`config.mk`:
```
export PLATFORM = sky130hd
export DESIGN_NAME = meas_seq_ctrl
export DESIGN_NICKNAME = d
export VERILOG_FILES = /design/src/rtl/meas_seq_ctrl.sv
export SDC_FILE = /design/constraint.sdc
export NUM_CORES = 1
export LEC_CHECK = 0
export CORE_ASPECT_RATIO = 1.75
export CORE_MARGIN = 10
export CORE_UTILIZATION = 55
export DETAILED_ROUTE_END_ITERATION = 7
export PLACE_DENSITY = 0.83
export SLEW_MARGIN = 0
export SYNTH_ARGS = -nofsm -noshare
export SYNTH_HDL_FRONTEND = slang
export SYNTH_SLANG_ARGS = --single-unit
```
`constraint.sdc`:
```
create_clock -name clk -period 4.5 [get_ports clk]
set_clock_uncertainty 0.1 [all_clocks]
set_input_delay 0.675 -clock clk [delete_from_list [all_inputs] [get_ports clk]]
set_output_delay 0.675 -clock clk [all_outputs]
set_load 0.03 [all_outputs]
```
`src/rtl/meas_seq_ctrl.sv`:
```
// meas_seq_ctrl
// Measurement round sequencer. Every period it starts a round that walks the
// enabled channels from lowest to highest, kicking the shared measurement
// datapath with a one-cycle start pulse and waiting for its done pulse (or a
// timeout). Each result is presented on a valid/ready stream before the next
// channel is started. Round boundaries and dropped period ticks are flagged
// with one-cycle pulses.

module meas_seq_ctrl #(
  parameter int NUM_CH      = 4,
  parameter int DATA_W      = 16,
  parameter int PERIOD_W    = 24,
  parameter int TIMEOUT_CYC = 1000,
  localparam int CH_W       = (NUM_CH > 1) ? $clog2(NUM_CH) : 1
) (
  input  logic              clk,
  input  logic              reset_ni,
  input  logic              enable_i,
  input  logic [NUM_CH-1:0] ch_mask_i,
  input  logic [PERIOD_W-1:0] period_i,
  output logic              meas_start_o,
  output logic [CH_W-1:0]   meas_ch_o,
  input  logic              meas_done_i,
  input  logic [DATA_W-1:0] meas_data_i,
  output logic              res_valid_o,
  output logic [CH_W-1:0]   res_ch_o,
  output logic [DATA_W-1:0] res_data_o,
  output logic              res_to_o,
  input  logic              res_ready_i,
  output logic              round_done_o,
  output logic              overrun_o,
  output logic              busy_o
);

  // Timeout counter only needs to reach TIMEOUT_CYC-1.
  localparam int TO_W = (TIMEOUT_CYC > 2) ? $clog2(TIMEOUT_CYC) : 1;
  localparam logic [TO_W-1:0] TO_LAST = TO_W'(TIMEOUT_CYC - 1);

  // Sequencer states. IDLE/WAIT are the "not busy" states.
  localparam logic [2:0] S_IDLE  = 3'd0;
  localparam logic [2:0] S_WAIT  = 3'd1;
  localparam logic [2:0] S_START = 3'd2;
  localparam logic [2:0] S_MEAS  = 3'd3;
  localparam logic [2:0] S_OUT   = 3'd4;

  logic [2:0]          state_q, state_d;
  logic [CH_W-1:0]     ptr_q, ptr_d;
  // Channels of the current round that still have to be started.
  logic [NUM_CH-1:0]   remMask_q, remMask_d;
  logic [TO_W-1:0]     toCnt_q, toCnt_d;
  logic [PERIOD_W-1:0] perCnt_q, perCnt_d;
  logic [PERIOD_W-1:0] perLim_q, perLim_d;
  logic [CH_W-1:0]     resCh_q, resCh_d;
  logic [DATA_W-1:0]   resData_q, resData_d;
  logic                resTo_q, resTo_d;
  logic                roundDone_q, roundDone_d;
  logic                overrun_q, overrun_d;

  logic [PERIOD_W-1:0] perLast;
  logic                tick;
  logic                roundStart;
  logic                busy;

  // Index of the lowest set bit; callers only use it on non-zero vectors.
  function automatic logic [CH_W-1:0] lowestSet(input logic [NUM_CH-1:0] vec);
    logic [CH_W-1:0] idx;
    idx = '0;
    for (int i = NUM_CH - 1; i >= 0; i--) begin
      if (vec[i]) idx = CH_W'(i);
    end
    return idx;
  endfunction

  // A period of 0 behaves like 1, so the wrap value saturates at 0.
  assign perLast = (perLim_q == '0) ? '0 : (perLim_q - PERIOD_W'(1));
  assign busy    = (state_q == S_START) || (state_q == S_MEAS) || (state_q == S_OUT);
  assign tick    = enable_i && (state_q != S_IDLE) && (perCnt_q == perLast);

  // Sequencer next-state logic, including round start and result capture.
  always_comb begin
    state_d     = state_q;
    ptr_d       = ptr_q;
    remMask_d   = remMask_q;
    toCnt_d     = toCnt_q;
    resCh_d     = resCh_q;
    resData_d   = resData_q;
    resTo_d     = resTo_q;
    roundDone_d = 1'b0;
    overrun_d   = 1'b0;
    roundStart  = 1'b0;

    case (state_q)
      S_IDLE: begin
        if (enable_i) roundStart = 1'b1;
      end
      S_WAIT: begin
        if (!enable_i) begin
          state_d = S_IDLE;
        end else if (tick) begin
          roundStart = 1'b1;
        end
      end
      S_START: begin
        state_d = S_MEAS;
        toCnt_d = '0;
      end
      S_MEAS: begin
        if (meas_done_i) begin
          resCh_d   = ptr_q;
          resData_d = meas_data_i;
          resTo_d   = 1'b0;
          state_d   = S_OUT;
        end else if (toCnt_q == TO_LAST) begin
          resCh_d   = ptr_q;
          resData_d = '0;
          resTo_d   = 1'b1;
          state_d   = S_OUT;
        end else begin
          toCnt_d = toCnt_q + TO_W'(1);
        end
      end
      S_OUT: begin
        if (res_ready_i) begin
          if (!enable_i) begin
            state_d = S_IDLE;
          end else if (remMask_q != '0) begin
            ptr_d     = lowestSet(remMask_q);
            remMask_d = remMask_q & (remMask_q - NUM_CH'(1));
            state_d   = S_START;
          end else begin
            roundDone_d = 1'b1;
            state_d     = S_WAIT;
          end
        end
      end
      default: begin
        state_d = S_IDLE;
      end
    endcase

    // The mask is sampled only here; an empty mask closes the round at once.
    if (roundStart) begin
      ptr_d     = lowestSet(ch_mask_i);
      remMask_d = ch_mask_i & (ch_mask_i - NUM_CH'(1));
      if (ch_mask_i == '0) begin
        roundDone_d = 1'b1;
        state_d     = S_WAIT;
      end else begin
        state_d = S_START;
      end
    end

    if (tick && busy) overrun_d = 1'b1;
  end

  // Period counter: restarts on each round start, wraps on every tick.
  always_comb begin
    perCnt_d = perCnt_q;
    perLim_d = perLim_q;
    if (roundStart) begin
      perCnt_d = '0;
      perLim_d = period_i;
    end else if (state_q == S_IDLE) begin
      perCnt_d = '0;
    end else if (enable_i) begin
      if (tick) begin
        perCnt_d = '0;
        perLim_d = period_i;
      end else begin
        perCnt_d = perCnt_q + PERIOD_W'(1);
      end
    end
  end

  // Control state and counters.
  always_ff @(posedge clk or negedge reset_ni) begin
    if (!reset_ni) begin
      state_q   <= S_IDLE;
      ptr_q     <= '0;
      remMask_q <= '0;
      toCnt_q   <= '0;
      perCnt_q  <= '0;
      perLim_q  <= '0;
    end else begin
      state_q   <= state_d;
      ptr_q     <= ptr_d;
      remMask_q <= remMask_d;
      toCnt_q   <= toCnt_d;
      perCnt_q  <= perCnt_d;
      perLim_q  <= perLim_d;
    end
  end

  // Result holding registers and event pulses.
  always_ff @(posedge clk or negedge reset_ni) begin
    if (!reset_ni) begin
      resCh_q     <= '0;
      resData_q   <= '0;
      resTo_q     <= 1'b0;
      roundDone_q <= 1'b0;
      overrun_q   <= 1'b0;
    end else begin
      resCh_q     <= resCh_d;
      resData_q   <= resData_d;
      resTo_q     <= resTo_d;
      roundDone_q <= roundDone_d;
      overrun_q   <= overrun_d;
    end
  end

  assign meas_start_o = (state_q == S_START);
  assign meas_ch_o    = ptr_q;
  assign res_valid_o  = (state_q == S_OUT);
  assign res_ch_o     = resCh_q;
  assign res_data_o   = resData_q;
  assign res_to_o     = resTo_q;
  assign round_done_o = roundDone_q;
  assign overrun_o    = overrun_q;
  assign busy_o       = busy;

endmodule

```
# Yosys cells after proc, flatten, opt, wreduce, memory -nomap -nowiden

Cells that the tools add are included.

Add/sub/neg operators: 5
Equal/unequal tests: 12
Mux-type cells: 56
Bitwise logic cells: 2
Reductions and logical operators: 23

Operator list:

| kind                    | count |
|---|---|
| $mux W24                | 9 |
| $mux W2                 | 18 |
| $mux W16                | 2 |
| $add A24 B1 Y24 const B | 1 |
| $eq A24 B24 Y1          | 1 |
| $logic_not A24 Y1       | 1 |
| $sub A24 B1 Y24 const B | 1 |
| $mux W10                | 2 |
| $mux W4                 | 5 |
| $pmux W10 S2            | 1 |
| $mux W3                 | 5 |
| $pmux W3 S5             | 1 |
| $reduce_bool A2 Y1      | 7 |
| $mux W1                 | 12 |
| $add A10 B1 Y10 const B | 1 |
| $eq A10 B10 Y1 const B  | 1 |
| $and A4 B4 Y4           | 2 |
| $reduce_and A4 Y1       | 2 |
| $sub A4 B1 Y4 const B   | 2 |
| $eq A3 B2 Y1 const B    | 2 |
| $ne A2 B2 Y1 const B    | 3 |
| $reduce_and A3 Y1       | 2 |
| $reduce_bool A3 Y1      | 2 |
| $logic_not A4 Y1        | 1 |
| 11 further kinds        | 14 |

Register bits after elaboration: 88
Input bits: 49
Output and inout port bits: 26
Logic and storage cells: 109

# Longest topological paths before layout

Gate-level depths: netlist of the first run.

Word-level depth: 9
Depth in mapped cells: 15
Mapped depth without buffers: 12

# Worst setup path before layout of the first run

OpenSTA, ideal clock, no wires.

Kind: register -> register
Start point: reg perLim_q[0]
End point: reg perLim_q[10]
Setup time: 0.125 ns
Data arrival time: 3.617 ns
Required time: 4.275 ns
Path slack: 0.659 ns
Stages on the path, launching flop included: 15
Buffers on the path: 2
Period minus slack after synthesis: 3.841 ns
Cell sequence: dfrtp_1 clkbuf_1 inv_1 ha_1 nand2b_1 or4_4 or4_4 a211o_1 nand4_1 and3_1 nand4b_1 nor4b_2 o21ai_2 buf_6 mux2_2

Cells in the longest elaborated chain, start to end: 9
Elaborated cells on any way between the ends: 13
Classes of those cells: add/sub: 1; eq/ne: 2; mux: 5; reduce/logical: 5

Ends and longest elaborated chain:

| what                                                                | line | text |
|---|---|---|
| start: declaration                                                  | 52   | `logic [PERIOD_W-1:0] perLim_q, perLim_d;` |
| start signal: assignment                                            | 190  | `perLim_q <= perLim_d;` |
| $sub A24 B1 Y24 / $logic_not A24 Y1 (equally long branches)         | 75   | `assign perLast = (perLim_q == '0) ? '0 : (perLim_q - PERIOD_W'(1));` |
| $mux W24 (*)                                                        | 75   |  |
| $eq A24 B24 Y1 (*)                                                  | 77   | `assign tick = enable_i && (state_q != S_IDLE) && (perCnt_q == perLast);` |
| $logic_and A1 B1 Y1 (*)                                             | 77   |  |
| $mux W1                                                             | 99   | `end else if (tick) begin` |
| $mux W1                                                             | 97   | `if (!enable_i) begin` |
| $pmux W1 S2                                                         | 92   | `case (state_q)` |
| $ne A2 B2 Y1 (no line) / $reduce_bool A2 Y1 (equally long branches) | -    |  |
| $reduce_and A3 Y1 (no line)                                         | -    |  |

Mark *: on every way between the ends. The rest lies on a longest branch, timed or not.
A chain may end at the register's enable or synchronous reset.

# Worst setup path in the final report of the first run

Start point: reg perLim_q[1]
End point: reg perLim_q[16]

Same word-level chain as after synthesis.

==> results of run 1 <==
==> cell usage after synthesis (11+ instances only) <==
master	n	area, um2
nor2_1	55	206
dfrtp_1	87	2180
nand2_1	35	131
o21ai_0	24	120
a22o_1	16	140
nand3_1	24	120
clkbuf_1	23	86.3
inv_1	16	60.1
nor3_1	15	75.1
or3_1	11	68.8
xnor2_1	16	140
and3_1	20	125
mux2_2	27	304
xor2_1	27	236
nor4_1	16	100
nand4_1	17	106
a21oi_1	17	85.1
==> worst max-delay path by stage <==
stage | startpoint | end | slack (ps) | depth (start not counted)
finish | perLim_q[1] | perLim_q[16] | 300 | 12
global route | perLim_q[1] | perLim_q[12] | 90 | 12
CTS | perLim_q[1] | perLim_q[16] | 240 | 12
detailed placement | perLim_q[1] | perLim_q[16] | 250 | 12
global placement | perLim_q[1] | perLim_q[21] | 380 | 12
floorplan | perLim_q[0] | perLim_q[10] | 660 | 14
==> layout make-up <==
cell class / instances / area [um2]
clock buffers: 9 / 225
fillers: 755 / 2850
clock inverters: 7 / 77.6
flip-flops and latches: 87 / 2180
repair buffers: 81 / 791
multi-input cells: 420 / 2770
inverters: 16 / 60.1
well taps: 120 / 150
==> power by group <==
group / switching, mW / leakage, nW / internal (mW) / total (mW)
clock: 0.325 / 0.147 / 0.436 / 0.762
combinational: 0.888 / 1.24 / 0.714 / 1.60
sequential: 0.332 / 1.12 / 1.02 / 1.35
==> through the flow <==
| step | hold slack [ps] | area (um2) |
|---|---|---|
| after floorplan | 279 | 5130 |
| after global placement | 375 | 5940 |
| after detailed placement | 388 | 5940 |
| after CTS | 406 | 6240 |
| after global routing | 426 | 6250 |
| final | 400 | 6250 |
==> cells in the final DEF, fill, tap and decap left out, drive strengths merged, types with 4 or more instances in the layout <==
cell type       n
or2             5
a21oi          17
nand3          24
inv            19
buf             8
o22ai           5
nor2b           5
nand2b          8
and3           20
o31ai           7
a31oi           4
mux2           27
nand2          35
o211ai          8
xnor2          16
nor3           15
o21ai          25
or3            11
dfrtp          87
o21a            4
nor4           16
nand4          17
clkbuf          9
clkdlybuf4s50  73
xor2           27
a22o           16
or4             6
nor2           55
==> layer usage <==
| metal | share of wire (%) | wire [um] |
|---|---|---|
| met1 | 36 | 5190 |
| met2 | 53 | 7700 |
| met3 | 5.0 | 719 |
| met4 | 5.5 | 800 |
| met5 | 0 | 0 |
==> logic make-up (layout without fill, tap and decap cells) <==
logic type,after synthesis,after routing
AO/OA/AOI/OAI,111,111
AND/OR/NAND/NOR,233,233
XOR/XNOR,43,43
adder cells (fa/ha/maj),3,3
buffers and inverters,47,113
multiplexers,30,30
flip-flops,87,87
==> flip-flops by register name (all words and copies together) (netlist names) <==
register      flops
perCnt_q         24
perLim_q         24
res_data_o       16
toCnt_q          10
remMask_q         3
state_q           3
meas_ch_o         2
res_ch_o          2
overrun_o         1
res_to_o          1
round_done_o      1
==> worst register-to-register path: cells and delay by family, from the launching register on <==
kind | cells | cell delay, ps
AO/OA/AOI/OAI | 2 | 620
adder cells (fa/ha/maj) | 1 | 270
buffers and inverters | 1 | 80
flip-flops | 1 | 440
multiplexers | 1 | 370
AND/OR/NAND/NOR | 7 | 2190
==> key figures, run 1 <==
Clock network
  • CTS buffer count: 9
  • Setup bufs post-CTS: 0
  • Clk root buf: clkbuf_16
  • Sink Count: 87
  • Post-cts resize count: 0
  • Clock tree buffer depth: 2
  • CTS tree: yes
  • Clock Latency Late Sink: 340 ps
  • Clock transition at path regs: 60 ps
  • CTS H-Tree Depth: 3
  • Hold-fix buffers, CTS: 0

Worst setup path
  • Critical-path top delay cell: or4_4
  • Worst path cell trace: inv_1 -> ha_1 -> nand2b_1 -> or4_4 -> or4_4 -> a211o_1 -> nand4_1 -> and3_1 -> nand4b_1 -> nor4b_2 -> o21ai_4 -> mux2_2
  • Cell repeated most along the worst path: or4_4
  • CP Launch Type: register
  • Worst r2r path cells: 12
  • Critical path capture point type: register
  • Worst path arrival time: 4320 ps
  • CP delay by family, top: simple AND/OR/NAND/NOR gates
  • Worst R2R Start: perLim_q[1]
  • Reg-to-Reg End: perLim_q[16]
  • CP Buf/Inv Count: 1
  • CP Class: reg2reg
  • Critical Path Max Stage Delay: 560 ps
  • Reg2reg setup slack: 300 ps
  • Worst path required time: 4620 ps
  • Critical-path maximum fanout: 24

Global routing
  • GR met3 Demand/Resource: 5.02%
  • Vias in the first global route: 4829
  • Global route hottest layer: met2
  • Met2 Resource Use GR: 38.3%
  • Initial antenna violation count: 0
  • Largest net degree at the start of global routing: 88
  • First-pass GRT wire length: 23.9 mm
  • Global route overflow: 0
  • Tot GR Track Use: 21.4%
  • Met1 Use GR: 21.1%

Hold path
  • Hold depth: 2
  • Hold Crit Class: reg2reg
  • Hold Path Origin: res_ch_o[1]
  • Hold path endpoint: res_ch_o[1]

Yosys
  • Compound-Gate Fraction of Synth Area: 15.0%
  • Synthesis Warnings: 0
  • Synthesized net count: 606
  • Mapped cell area: 5130 um2
  • FF+latch count, synth: 87
  • Synth Area in XOR/XNOR: 7.34%
  • Gate Count Post-Synth: 554
  • Post-synth cell types: 58
  • Post-synth EDFFs: 0
  • Post-synthesis sequential area ratio: 42.4%
  • Ys async rst share: 100%
  • Mean Syn Cell Area: 9.26 um2
  • Post-Synth Adder-Cell Area: 0.731%
  • Simple-gate share of the synthesized area: 24.2%
  • Mux contribution to synthesized area: 6.51%
  • Prevailing post-synth register cell: dfrtp_1
  • Largest family of logic cells by synthesized area: simple AND/OR/NAND/NOR gates

Drt
  • Per-cell routed wire length: 19.5 um
  • Via/cell ratio: 6.30
  • Post-route ant nets: 0
  • Initial DRC count: 203
  • Via Count: 4659
  • Final WL: 14.4 mm
  • First-pass detailed-route iteration total: 4
  • Drt drc: 0

STA
  • Slew Viols, Final: 0
  • RSZ-0062 raised after global routing: no
  • Slew margin rel.: 28.4%
  • Setup TNS: 0 ps
  • Minimum clock period after layout: 4200 ps
  • Tightest Pin Transition: 1070 ps
  • Final period util: 93.3%
  • Final setup violation count: 0
  • Min setup slack post-route: 299 ps
  • Final hold vios: 0
  • Fmax: 238 MHz

Placed design
  • Placer Congestion: 0.938
  • Post-DP HPWL: 11.1 mm
  • Pre-CTS WS: 251 ps
  • Number of port buffers: 74
  • Placed Cells: 724

Final layout
  • Share of post-route cells with drive strength above 1: 10.0%
  • Fin util: 68.7%
  • Final net count: 667
  • Antenna diodes: 0
  • Area grow syn2layout: 21.7%
  • Finished Layout Cells: 740

Power
  • Leak Pwr: 2.50 nW
  • Worst IR Drop VDD: 0.365 mV
  • Power Dens Cells: 595 nW/um2
  • Pwr Total: 3.72 mW

Floorplanning
  • Die area: 13700 um2
  • Initial core utilization: 56.4%
  • Die Y-Extent: 148 um
  • Number of core rows: 46
  • Die X: 93.0 um
  • I/O pin count: 75
  • Total core area: 9090 um2

Job
  • MaxCap Viol Count: 0

Outcome
  • Status: completed
Note: power is estimated with default switching activity, not from simulation.
==> run 2, diff against run 1 <==
Settings changed: CORE_UTILIZATION 55 to 50, PLACE_DENSITY 0.83 to 0.79.
Clock period 4.5 ns to 3.36 ns, I/O delays scaled along.
==> run 2 against run 1 <==
  * The run now ends with setup timing left
  * Clock power up 21%
  * Combinational power up 81%
  * Non-clock buffer count rose by 63
  * Routed wire length grew 4.8%
  * Critical path depth shrank 1
  * Flip-flop and latch count unchanged
  * Maximum frequency rose by 14%
  * Via count grew 5.9%
  * Core utilization decreased by 0.21 points
  * Hold slack worse by 150 ps
==> key figures, run 2 (synthesis results as in run 1) <==
Clock network
  • CTS buffer count: 9
  • Hold-fix buffers, CTS: 0
  • Sink Count: 87
  • Clock Latency Late Sink: 340 ps
  • CTS tree: yes
  • Clk root buf: clkbuf_16
  • Clock tree buffer depth: 2
  • CTS H-Tree Depth: 3
  • Clock transition at path regs: 70 ps

Power
  • Pwr Total: 5.44 mW
  • Power Dens Cells: 796 nW/um2
  • Leak Pwr: 2.81 nW
  • Worst IR Drop VDD: 0.575 mV

Job
  • MaxCap Viol Count: 0

Floorplanning
  • Initial core utilization: 51.5%
  • Die area: 14900 um2
  • I/O pin count: 75
  • Number of core rows: 48
  • Die Y-Extent: 154 um
  • Die X: 96.6 um
  • Total core area: 9970 um2

Worst setup path
  • Worst path cell trace: or4_4 -> or4_4 -> or4_4 -> a211o_1 -> nand4_1 -> and3_1 -> nand4b_1 -> nor4b_2 -> o21ai_2 -> buf_12 -> mux2_2
  • Critical-path maximum fanout: 24
  • Critical-path top delay cell: or4_4
  • Worst path required time: 3480 ps
  • Cell repeated most along the worst path: or4_4
  • Critical Path Max Stage Delay: 560 ps
  • Worst path arrival time: 3820 ps
  • Critical path capture point type: register
  • CP Launch Type: register
  • CP delay by family, top: simple AND/OR/NAND/NOR gates
  • CP Class: reg2reg
  • CP Buf/Inv Count: 1

Drt
  • Met1 wire length: 5.47 mm
  • Post-route ant nets: 0
  • Via Count: 4935
  • Via/cell ratio: 6.11
  • WL met2: 7.62 mm
  • Initial DRC count: 349
  • Per-cell routed wire length: 18.7 um
  • Drt drc: 0
  • First-pass detailed-route iteration total: 4
  • Final WL: 15.1 mm
  • Routed met3 length: 895 um
  • Top Metal Used: met4

STA
  • Tightest Pin Transition: 1040 ps
  • Setup TNS: -10260 ps
  • Slew margin rel.: 30.8%
  • Final setup violation count: 55
  • Slew Viols, Final: 0
  • Fmax: 270 MHz
  • Worst hold margin: 252 ps
  • RSZ-0062 raised after global routing: yes
  • Minimum clock period after layout: 3700 ps
  • Min setup slack post-route: -340 ps
  • Final hold vios: 0
  • Final period util: 110%

Placed design
  • Post-DP HPWL: 11.5 mm
  • Number of port buffers: 74
  • Placer Congestion: 1.01
  • Placed Cells: 788

Final layout
  • Area grow syn2layout: 33.1%
  • Antenna diodes: 0
  • Fill cells: 780
  • Commonest cells after routing, fill and taps aside: 87 x dfrtp_1, 73 x clkdlybuf4s50_1, 63 x buf_4
  • FF/Latch Area: 2180 um2
  • Finished Layout Cells: 808
  • Leading cell type in the layout, fill and taps excluded: dfrtp_1
  • Share of post-route cells with drive strength above 1: 20.4%
  • Fin util: 68.5%
  • Final net count: 730
  • Multi-input logic area: 2860 um2

Global routing
  • Tot GR Track Use: 20.4%
  • Largest net degree at the start of global routing: 88
  • Vias in the first global route: 5020
  • Initial antenna violation count: 0
  • Global route overflow: 0
  • First-pass GRT wire length: 24.4 mm

Outcome
  • Status: finished with violations
  • Violated checks: setup timing

Hold path
  • Hold Crit Class: in2async
[run 2: cell count changes in the layout (fill, tap and decap cells not counted), sizes merged]
cell	delta
buf	+63
bufinv	-1
clkinv	+1
clkinvlp	+1
inv	-1
[run 2: where the power goes]
group	internal (mW)	total [mW]	switching, mW
clock	0.502	0.921	0.420
sequential	1.37	1.63	0.260
combinational	1.36	2.89	1.52
[run 2: routing by layer]
| layer | up-vias | global-route usage [%] |
|---|---|---|
| li1 | 2292 | - |
| met1 | 2368 | 21.2 |
| met2 | 209 | 34.3 |
| met3 | 66 | 4.05 |
| met4 | 0 | 15.2 |
| met5 | - | 0 |
[run 2: timing repair]
action | 4_1_cts | 5_1_grt
pin swaps | 3 | 10
buffers inserted | 1 | 3
gates cloned | 0 | 0
resized for setup | 8 | 18
endpoints found under the setup margin | 55 | 56
[run 2: path summary, 6_finish.rpt]
path                              from           end  depth (start not counted)  slack [ps]
setup / recovery           perLim_q[3]  perLim_q[19]                         11        -340
min in group clk           res_ch_o[1]   res_ch_o[1]                          2         380
hold / removal                reset_ni    toCnt_q[5]                          1         250
max in group asynchronous     reset_ni   res_ch_o[1]                          1        2250
hold reg to reg            res_ch_o[1]   res_ch_o[1]                          2         380
setup reg to reg           perLim_q[3]  perLim_q[19]                         11        -340
[run 2: layout make-up]
class / count / area share, %
clock buffer: 9 / 3.30
clock inverter: 7 / 0.696
inverter: 16 / 0.879
multi-input combinational: 420 / 41.9
sequential: 87 / 31.9
tap: 125 / 2.29
timing repair buffer: 144 / 19.1
[run 2: through the flow]
step | setup WS, ps | cell area, um2
6_report | -340 | 6830
5_1_grt | -476 | 6830
4_1_cts | -286 | 6720
3_5_place_dp | -306 | 6410
3_3_place_gp | -250 | 6410
2_1_floorplan | -373 | 5150
[run 2: worst reg2reg max path: cells and delay by family (launching register included)]
| family | cells | cell delay (ps) |
|---|---|---|
| simple gates | 7 | 2190 |
| compound gates | 2 | 410 |
| flops | 1 | 390 |
| mux | 1 | 290 |
| buf+inv | 1 | 190 |
==> run 3, diff against run 2 <==
Settings changed: CORE_UTILIZATION 50 to 40, PLACE_DENSITY 0.79 to 0.66.
==> run 3 against run 2 <==
  * Flip-flop and latch count unchanged
  * Clock power increased by 18%
  * The flow still finishes with violations (setup timing)
  * Die area increased by 21%
  * Power increased by 0.88%
==> key figures, run 3 (synthesis results as in run 1) <==
Clock network
  • CTS tree: yes
  • Clock Latency Late Sink: 340 ps
  • CTS H-Tree Depth: 3
  • Clk root buf: clkbuf_16
  • Clock tree buffer depth: 2
  • CTS buffer count: 9
  • Hold-fix buffers, CTS: 0
  • Clock transition at path regs: 70 ps
  • Sink Count: 87

Power
  • Flop pwr share: 30.0%
  • Logic pwr share: 50.0%
  • Worst IR Drop VDD: 0.390 mV
  • Sw power: 2.12 mW
  • Switching Share: 38.6%
  • Power Dens Cells: 794 nW/um2
  • Leak Pwr: 2.85 nW
  • Int Pwr: 3.37 mW
  • Clk pwr share: 20.0%

Drt
  • Post-route ant nets: 0
  • Final WL: 14.9 mm
  • First-pass detailed-route iteration total: 4
  • Via Count: 4783
  • Drt drc: 0
  • Initial DRC count: 233
  • Per-cell routed wire length: 17.4 um
  • Via/cell ratio: 5.59

Final layout
  • Antenna diodes: 0
  • Leading cell type in the layout, fill and taps excluded: dfrtp_1
  • Finished Layout Cells: 855
  • Final net count: 734
  • Commonest cells after routing, fill and taps aside: 87 x dfrtp_1, 73 x clkdlybuf4s50_1, 72 x buf_4
  • Fill cells: 1145
  • Area grow syn2layout: 34.6%
  • Share of post-route cells with drive strength above 1: 20.1%

Global routing
  • Largest net degree at the start of global routing: 88
  • First-pass GRT wire length: 24.5 mm
  • Global route overflow: 0
  • Initial antenna violation count: 0
  • Tot GR Track Use: 16.8%
  • Vias in the first global route: 5005

Placed design
  • Number of port buffers: 74
  • Post-DP HPWL: 11.8 mm
  • Pre-CTS WS: -316 ps
  • Placed Cells: 839
  • Placer Congestion: 0.941

Job
  • MaxCap Viol Count: 0

Hold path
  • Hold Crit Class: in2async

STA
  • Tightest Pin Transition: 1070 ps
  • Final period util: 108%
  • Fmax: 275 MHz
  • Slew Viols, Final: 0
  • Slew margin rel.: 28.5%
  • RSZ-0062 raised after global routing: yes
  • Min setup slack post-route: -273 ps
  • Final hold vios: 0
  • Final setup violation count: 54
  • Minimum clock period after layout: 3630 ps

Outcome
  • Violated checks: setup timing
  • Status: finished with violations

Worst setup path
  • CP Class: reg2reg
  • Worst path required time: 3490 ps
  • Critical-path maximum fanout: 24
  • Critical Path Max Stage Delay: 550 ps
  • Cell repeated most along the worst path: or4_4
  • Worst path arrival time: 3760 ps
  • Critical path capture point type: register
  • Worst path cell trace: or4_4 -> or4_4 -> or4_4 -> a211o_1 -> nand4_1 -> and3_1 -> nand4b_1 -> nor4b_4 -> o21ai_2 -> buf_12 -> mux2_2
  • Critical-path top delay cell: or4_4
  • CP Launch Type: register

Floorplanning
  • Total core area: 12500 um2
  • Initial core utilization: 41.1%
  • Die area: 17900 um2
  • I/O pin count: 75
  • Die Y-Extent: 170 um
  • Number of core rows: 54
  • Die X: 106 um
[run 3: cell types whose count changed in the layout (fill, tap and decap cells not counted), moves of 2 or more]
cell,change
buf_4,+9
buf_6,-6
bufinv_16,+2
clkinv_2,-2
clkinvlp_4,-2
nor3_2,+2
nor3_4,-2
nor4b_2,-2
[run 3: worst max-delay path, delay by kind of cell, from the launching register on]
family | cells | cell delay [ps]
AO/OA/AOI/OAI | 2 | 420
buffers and inverters | 1 | 190
flip-flops | 1 | 380
multiplexers | 1 | 270
AND/OR/NAND/NOR | 7 | 2130
[run 3: path summary, 6_finish.rpt]
check	slack, ps	cells past startpoint	end	startpoint
max	-270	11	perLim_q[22]	perLim_q[3]
min in group clk	400	2	res_ch_o[1]	res_ch_o[1]
min	250	1	meas_ch_o[1]	reset_ni
max in group asynchronous	2210	1	perLim_q[12]	reset_ni
max reg2reg	-270	11	perLim_q[22]	perLim_q[3]
min reg2reg	400	2	res_ch_o[1]	res_ch_o[1]
[run 3: timing repair]
item,in CTS,in global routing
cloned,0,0
buffers inserted,1,0
gates resized for setup,6,3
setup endpoints to repair,55,57
pin swaps,0,0
[run 3: metrics by stage]
step	TNS, ps	power [mW]	hold WS, ps	util, %	area, um2
floorplan	-11000	3.20	108	-	5150
global placement	-9160	4.30	380	52.3	6540
detailed placement	-11750	4.38	390	52.3	6540
CTS	-8550	5.50	303	55.1	6890
global route	-17660	5.84	359	55.3	6910
finish	-9100	5.48	249	55.3	6910
[run 3: power by group through the flow]
stage / sequential [mW] / clock [mW] / combinational [mW]
finish: 1.65 / 1.09 / 2.74
global route: 1.70 / 1.16 / 2.98
CTS: 1.65 / 1.12 / 2.74
detailed placement: 1.66 / 0 / 2.71
global placement: 1.64 / 0 / 2.66
floorplan: 1.85 / 0 / 1.35
[run 3: routing by layer]
metal	vias up	share of wire, %	track usage (%)
met3	51	3.9	2.99
met2	147	54	31.6
li1	2300	-	-
met1	2285	36	16.1
met5	-	0	0
met4	0	6.1	11.5
[run 3: final cells by class]
cell class | instances | area (um2) | share of cell area, %
clock buffers | 9 | 225 | 3.26
clock inverters | 7 | 100 | 1.45
inverters | 16 | 60.1 | 0.869
multi-input cells | 420 | 2810 | 40.7
flip-flops and latches | 87 | 2180 | 31.5
well taps | 168 | 210 | 3.04
repair buffers | 148 | 1320 | 19.1
